<file path="src/rtl/reg_pkg.sv">
// Shared definitions for the register library's serial path.
// Holds the state encoding and the counter-width helper.
package reg_pkg;

    typedef enum logic {
        ST_IDLE  = 1'b0,
        ST_SHIFT = 1'b1
    } state_t;

    function automatic int cnt_w(input int width);
        return (width < 2) ? 1 : $clog2(width);
    endfunction

endpackage

</file>
<file path="src/rtl/piso_shift_reg.sv">
// Parallel-in, serial-out shift register with word-level and bit-level valid/ready.
// A word is emitted one bit per accepted beat; the final bit is flagged with ser_last.
//
// state    | meaning
// ---------+--------------------------------------------------------------
// ST_IDLE  | no word held; load_ready high, ser_out forced low by cleared sr
// ST_SHIFT | word in flight; cnt counts the bits remaining after ser_out
module piso_shift_reg
    import reg_pkg::*;
#(
    parameter int WIDTH     = 8,
    parameter bit MSB_FIRST = 1'b1
) (
    input  logic             clk,
    input  logic             rst_n,
    input  logic             load_valid,
    output logic             load_ready,
    input  logic [WIDTH-1:0] load_data,
    output logic             ser_out,
    output logic             ser_valid,
    input  logic             ser_ready,
    output logic             ser_last,
    output logic             busy
);

    localparam int CW = cnt_w(WIDTH);
    localparam logic [CW-1:0] CNT_MAX = CW'(WIDTH - 1);

    state_t           state;
    logic [WIDTH-1:0] sr;
    logic [CW-1:0]    cnt;
    logic [WIDTH-1:0] sr_shifted;

    assign ser_valid  = (state == ST_SHIFT);
    assign ser_last   = (state == ST_SHIFT) && (cnt == '0);
    assign busy       = ser_valid;
    // Ready during the last-bit consume lets a new word follow with no gap.
    assign load_ready = (state == ST_IDLE) || (ser_last && ser_ready);
    assign ser_out    = MSB_FIRST ? sr[WIDTH-1] : sr[0];
    assign sr_shifted = MSB_FIRST ? {sr[WIDTH-2:0], 1'b0} : {1'b0, sr[WIDTH-1:1]};

    always_ff @(posedge clk or negedge rst_n) begin
        if (!rst_n) begin
            state <= ST_IDLE;
            sr    <= '0;
            cnt   <= '0;
        end else begin
            case (state)
                ST_IDLE: begin
                    if (load_valid) begin
                        sr    <= load_data;
                        cnt   <= CNT_MAX;
                        state <= ST_SHIFT;
                    end
                end
                ST_SHIFT: begin
                    if (ser_ready) begin
                        if (cnt != '0) begin
                            sr  <= sr_shifted;
                            cnt <= cnt - 1'b1;
                        end else if (load_valid) begin
                            sr  <= load_data;
                            cnt <= CNT_MAX;
                        end else begin
                            sr    <= '0;
                            state <= ST_IDLE;
                        end
                    end
                end
                default: begin
                    sr    <= '0;
                    cnt   <= '0;
                    state <= ST_IDLE;
                end
            endcase
        end
    end

endmodule

</file>
<file path="config.mk">
export PLATFORM = sky130hd
export DESIGN_NAME = piso_shift_reg
export DESIGN_NICKNAME = d
export VERILOG_FILES = /design/src/rtl/reg_pkg.sv /design/src/rtl/piso_shift_reg.sv
export SDC_FILE = /design/constraint.sdc
export NUM_CORES = 1
export LEC_CHECK = 0
export ABC_CLOCK_PERIOD_IN_PS = 1350
export BUFFER_PORTS_ARGS = -buffer_cell sky130_fd_sc_hd__buf_2
export CAP_MARGIN = 0
export CELL_PAD_IN_SITES_DETAIL_PLACEMENT = 0
export CELL_PAD_IN_SITES_GLOBAL_PLACEMENT = 2
export CORE_MARGIN = 3
export CORE_UTILIZATION = 27
export CTS_CLUSTER_SIZE = 25
export DETAILED_ROUTE_END_ITERATION = 10
export PLACE_DENSITY_LB_ADDON = 0.1
export RECOVER_POWER = 25
export SETUP_SLACK_MARGIN = 0.1
export SYNTH_ARGS = -nofsm -noshare
export SYNTH_HDL_FRONTEND = slang
export SYNTH_SLANG_ARGS = --single-unit
</file>
<file path="constraint.sdc">
create_clock -name clk -period 1.35 [get_ports clk]
set_input_delay 0 -clock clk [delete_from_list [all_inputs] [get_ports clk]]
set_output_delay 0 -clock clk [all_outputs]
set_load 0.005 [all_outputs]
</file>
==> results of run 1 <==
[state kept, by name, indices dropped and copies added (netlist names)]
signal  cells
sr          8
cnt         3
busy        1
[placed cells by master (no fill, tap or decap), drive strengths merged]
cell type / netlist / final
buf: 5 / 28
dfrtp: 12 / 12
o21ai: 11 / 11
nand3: 8 / 8
dlygate4sd3: 0 / 8
nor2: 8 / 8
a31oi: 7 / 7
clkbuf: 1 / 5
nand2: 3 / 3
inv: 3 / 3
a211oi: 2 / 2
a21oi: 2 / 2
nand2b: 2 / 2
nor2b: 2 / 2
ha: 2 / 2
clkinv: 1 / 1
a21o: 1 / 1
and3b: 1 / 1
mux2: 1 / 1
o22ai: 1 / 1
or2: 1 / 1
o2bb2ai: 1 / 1
o211ai: 1 / 1
[timing repair]
item                                   CTS  global route
hold buffers                             8             0
pin swaps                                2             7
setup endpoints to repair               13            13
endpoints found under the hold margin   19             0
resized for setup                        8            13
setup buffers                            5             2
[synthesized netlist by cell type (all sizes together)]
cell	count
or2	1
buf	5
o211ai	1
nand2b	2
inv	3
a21o	1
a31oi	7
o22ai	1
and3b	1
nand2	3
nor2	8
a211oi	2
o2bb2ai	1
clkinv	1
dfrtp	12
ha	2
o21ai	11
clkbuf	1
mux2	1
nor2b	2
a21oi	2
nand3	8
[logic make-up after synthesis]
kind of cell | count (synthesis)
buf+inv | 10
fa+ha+maj | 2
mux | 1
compound gates | 26
simple gates | 25
flops | 12
[final timing paths]
kind / start / to
worst max register to register: cnt[1] / sr[6]
worst min register to register: sr[0] / sr[0]
min in group asynchronous: rst_n / busy
max in group asynchronous: rst_n / sr[3]
worst min-delay path: load_data[5] / sr[5]
worst max-delay path: cnt[1] / load_ready
[layer usage]
layer / share of wire / up-vias / global-route usage
met3: 0.056 / 2 / 0.0437
met2: 0.47 / 18 / 0.195
li1: - / 341 / -
met4: 0.0090 / 0 / 0.0203
met5: 0 / - / 0
met1: 0.47 / 298 / 0.166
[report_power, final]
group | total [mW] | switching [mW] | internal, mW
combinational | 0.837 | 0.373 | 0.464
sequential | 0.607 | 0.102 | 0.505
clock | 0.294 | 0.130 | 0.164
total | 1.74 | 0.605 | 1.13
[cell type report]
type                            count  area (um^2)
Clock buffer                        4         36.3
Fill cell                         233         1280
Inverter                            4         16.3
Multi-Input combinational cell     54          373
Sequential cell                    12          300
Tap cell                           28         35.0
Timing Repair Buffer               37          260
[stage by stage]
| step | setup TNS [ns] | util | hold WS [ns] |
|---|---|---|---|
| floorplan | 0 | - | -0.296 |
| global placement | -0.0151 | 0.349 | -0.0932 |
| detailed placement | -0.146 | 0.349 | -0.0952 |
| CTS | 0 | 0.426 | 0.00586 |
| global route | -0.141 | 0.444 | 0.0230 |
| finish | 0 | 0.444 | 0.0203 |
[worst max-delay path, cell delays in order, from the launching register on]
cell	delay [ns]
dfrtp_1	0.38
inv_2	0.06
ha_4	0.17
nor2b_4	0.12
a21o_1	0.19
buf_2	0.12
==> summary.txt, run 1 <==
Status
  • Status: finished, final reports clean

CTS
  • Worst-skew pair later-pin latency: 0.27 ns
  • Sink Count: 12
  • CTS buffer count: 3
  • CTS clk-pin slew, worst paths: 0.08 ns
  • H-tree depth: 1
  • CTS root buffer: clkbuf_4
  • TritonCTS clock tree: done
  • CTS Buffer Depth: 2

Worst setup path
  • CP Class: flop to output pin
  • Worst EP arrival: 1.31 ns
  • FF-to-FF path depth: 5
  • CP Max Fanout: 4
  • Startpoint Class: flop
  • Worst Path Required: 1.35 ns
  • Reg2reg setup slack: 0.06 ns
  • Kind of end point of the critical path: output pin

Final layout
  • Layout area overhead: 49.5%
  • Finished Layout Cells: 139
  • Final instance area: 1020 um^2
  • Nets@finish: 126
  • Antenna Cells: 0
  • Layout cells sized above 1: 0.441

Timing
  • Max-slew headroom: 0.539
  • RSZ-0062 raised after global routing: yes
  • Setup violators final: 0
  • Tmin final: 1.31 ns
  • Final clock skew: 0.00218 ns
  • Highest clock rate: 762 MHz
  • Final Max Tran Viols: 0
  • Actual slew at the worst max-slew pin: 0.691 ns
  • Worst setup margin: 0.0373 ns
  • Final Hold Fails: 0
  • Fin crit share: 0.972

Worst hold path
  • Hold depth: 3
  • HP Class: input port to flop

Placed design
  • Area after DPL: 802 um^2
  • Dpl ws: -0.0395 ns
  • Post-DP HPWL: 1.20 mm
  • GP Congestion: 0.787
  • Port buffer count: 16
  • Placed Cells: 120

Synth
  • Compound-cell area share of the yosys netlist: 0.234
  • Post-synthesis sequential area ratio: 0.440
  • Post-Syn Nets: 90
  • Synth area leaders: dfrtp_1 (44%), o21ai_0 (7.3%), nand3_1 (5.9%)
  • Yosys reg bits: 12
  • Multiplexer area fraction after synthesis: 0.0220
  • Number of library cell types mapped by synthesis: 27
  • Area share of fa/ha/maj cells after synthesis: 0.0366
  • Xor/xnor share of the synthesized area: 0
  • Ys Warns: 0
  • Synthesized area: 683 um^2
  • Cell taking the most area after synthesis: dfrtp_1
  • Synth top area share: 0.440
  • Largest family of logic cells by synthesized area: compound AO/OA/AOI/OAI gates
  • Syn Area/Cell: 8.99 um^2
  • Cell count after synthesis: 76
  • Simple-gate share of the synthesized area: 0.181

Die
  • Die Span Y: 56.3 um
  • Die area: 3170 um^2
  • Core Region: 2300 um^2
  • Cell Rows: 17
  • Horiz. Die Dim: 56.3 um
  • Starting Density: 0.297
  • I/O pin count: 17

Drt
  • Drt first pass iters: 4
  • Post-Route WL: 1.78 mm
  • Via Count: 659
  • Vias per cell: 4.74
  • Final ANT Viol Nets: 0
  • DRC: 0
  • Routed WL per cell: 12.8 um
  • 1st-iter DRT viols: 14

Global routing
  • Largest net degree at the start of global routing: 17
  • Gr usage total: 0.124
  • Initial antenna violation count: 0
  • Vias in the first global route: 651
  • Gr ovfl total: 0
  • First-pass GRT wire length: 3.07 mm

Power
  • Worst vdd ir: 0.799 mV
  • Total Power: 1.74 mW
  • Leakage power: 0.462 nW
  • Power Density: 1700 nW/um^2

Job
  • Max Cap Viol: 0
Power figures use the tool's default switching activity.
==> run 2: changes to the inputs <==
--- a/config.mk
+++ b/config.mk
@@ -5,13 +5,13 @@
 export SDC_FILE = /design/constraint.sdc
 export NUM_CORES = 1
 export LEC_CHECK = 0
-export ABC_CLOCK_PERIOD_IN_PS = 1350
+export ABC_CLOCK_PERIOD_IN_PS = 1600
 export BUFFER_PORTS_ARGS = -buffer_cell sky130_fd_sc_hd__buf_2
 export CAP_MARGIN = 0
 export CELL_PAD_IN_SITES_DETAIL_PLACEMENT = 0
 export CELL_PAD_IN_SITES_GLOBAL_PLACEMENT = 2
 export CORE_MARGIN = 3
-export CORE_UTILIZATION = 27
+export CORE_UTILIZATION = 32
 export CTS_CLUSTER_SIZE = 25
 export DETAILED_ROUTE_END_ITERATION = 10
 export PLACE_DENSITY_LB_ADDON = 0.1
==> constraint.sdc (replaced) <==
create_clock -name clk -period 1.6 [get_ports clk]
set_input_delay 0 -clock clk [delete_from_list [all_inputs] [get_ports clk]]
set_output_delay 0 -clock clk [all_outputs]
set_load 0.005 [all_outputs]
==> run 2 against run 1 <==
  * Cell area fell by 12%
  * Sequential power fell by 14%
  * Highest routed layer unchanged
  * Die area fell by 14%
  * Combinational power fell by 38%
  * First-iteration DRC count fell by 64%
  * Core utilization rose by 1.0 points
  * Sequential share of layout area rose by 3.9 points
  * Final cell count fell by 9.4%
  * Largest cell class unchanged
==> summary.txt, run 2 (synthesis gave the netlist of run 1 again) <==
Worst setup path
  • Crit path to: load_ready
  • Reg2reg start: cnt[1]
  • FF-to-FF End: sr[1]
  • Worst path slowest cell: dfrtp_1
  • CP cell instances: inv_1, ha_4, nor2b_4, a21o_1, buf_2
  • Kind of end point of the critical path: output pin
  • CP max stage delay: 0.40 ns
  • Worst EP arrival: 1.38 ns
  • WP buf/inv: 2
  • Crit path from: cnt[0]
  • CP Depth: 5
  • Worst Path Required: 1.60 ns
  • Reg2reg setup slack: 0.27 ns
  • FF-to-FF path depth: 5
  • CP Class: flop to output pin
  • CP Max Fanout: 5
  • Startpoint Class: flop
  • Worst path top cell family by delay: flip-flops

Job
  • Max Cap Viol: 0

Final layout
  • Layout area overhead: 31.9%
  • Antenna Cells: 0
  • Layout cells sized above 1: 0.293
  • Fillers: 205
  • Commonest cells after routing, fill and taps aside: buf_2 (15), dfrtp_1 (12), nand3_1 (8), o21ai_0 (8), dlygate4sd3_1 (8)
  • Leading cell type in the layout, fill and taps excluded: buf_2
  • Max reg flops: 8
  • Nets@finish: 114
  • Biggest register: sr

Power
  • Total Power: 1.28 mW
  • Leakage power: 0.403 nW
  • Power Density: 1420 nW/um^2
  • Worst vdd ir: 0.671 mV

Timing
  • RSZ-0062 raised after global routing: no
  • Fin crit share: 0.862
  • Final clock skew: 0.00737 ns
  • Total negative slack: 0 ns
  • Final Max Tran Viols: 0
  • Tmin final: 1.38 ns
  • Final Hold Fails: 0
  • Actual slew at the worst max-slew pin: 0.675 ns
  • Max-slew headroom: 0.550
  • Highest clock rate: 725 MHz
  • Setup violators final: 0

CTS
  • CTS Buffer Depth: 2
  • Worst-skew pair later-pin latency: 0.27 ns
  • Sink Count: 12
  • H-tree depth: 1
  • CTS clk-pin slew, worst paths: 0.08 ns
  • CTS root buffer: clkbuf_4
  • TritonCTS clock tree: done
  • CTS buffer count: 3

Global routing
  • Vias in the first global route: 619
  • First-pass GRT wire length: 2.71 mm
  • Gr ovfl total: 0
  • Largest net degree at the start of global routing: 17
  • Initial antenna violation count: 0
  • Gr usage total: 0.135

Die
  • Die Span Y: 52.2 um
  • Horiz. Die Dim: 52.2 um
  • Die area: 2730 um^2
  • Core Region: 1980 um^2
  • Starting Density: 0.345
  • I/O pin count: 17
  • Cell Rows: 16

Drt
  • Drt first pass iters: 4
  • Via Count: 617
  • Final ANT Viol Nets: 0
  • Vias per cell: 4.90
  • Post-Route WL: 1.57 mm
  • 1st-iter DRT viols: 5
  • DRC: 0
  • Routed WL per cell: 12.5 um

Placed design
  • Port buffer count: 16
  • GP Congestion: 0.701
  • Post-DP HPWL: 1.06 mm

Worst hold path
  • HP Class: input port to flop

Status
  • Status: finished, final reports clean
[run 2: cell type report]
class                   instances  area, um^2  area share
clock buffers                   4        36.3      0.0403
well taps                      27        33.8      0.0375
repair buffers                 25         166       0.185
multi-input cells              54         348       0.386
flip-flops and latches         12         300       0.333
inverters                       4        16.3      0.0181
[run 2: through the flow]
stage	std cells	cell area, um^2	setup slack [ns]	utilization	hold slack (ns)
after floorplan	76	683	0.243	-	-0.296
after global placement	114	761	0.172	0.384	-0.0927
after detailed placement	114	761	0.183	0.384	-0.0977
after CTS	126	883	0.118	0.446	0.00170
after global routing	126	901	0.116	0.455	0.00525
final	126	901	0.221	0.455	0.0126
[run 2: worst min path at each step]
stage	start	slack, ns	to	depth (start not counted)
2_1_floorplan	rst_n	-0.30	busy	0
4_1_cts	load_data[1]	0.002	sr[1]	3
3_5_place_dp	rst_n	-0.1	busy	1
6_report	load_data[5]	0.01	sr[5]	3
3_3_place_gp	rst_n	-0.09	busy	1
5_1_grt	load_data[1]	0.005	sr[1]	3
[run 2: worst register-to-register path: stages, from the launching register on]
cell and delay, ns:
dfrtp_1 0.38, inv_1 0.09, ha_4 0.18, and3b_2 0.27
o21ai_0 0.17, a31oi_1 0.11
[run 2: where the power goes]
part | internal (mW) | switching [mW]
Sequential | 0.426 | 0.0969
Combinational | 0.264 | 0.253
Clock | 0.138 | 0.102
[run 2: metal layers]
metal,vias to the layer above,wire length [um],GRT usage
met5,-,0,0
met4,0,12,0.0255
met3,2,74,0.0513
met2,11,731,0.226
met1,288,750,0.165
li1,316,-,-
[run 2: timing repair]
item	CTS	global route
gates cloned	0	0
endpoints found under the hold margin	19	0
hold buffers	8	0
setup endpoints to repair	2	10
buffers inserted	0	0
resized for setup	3	6
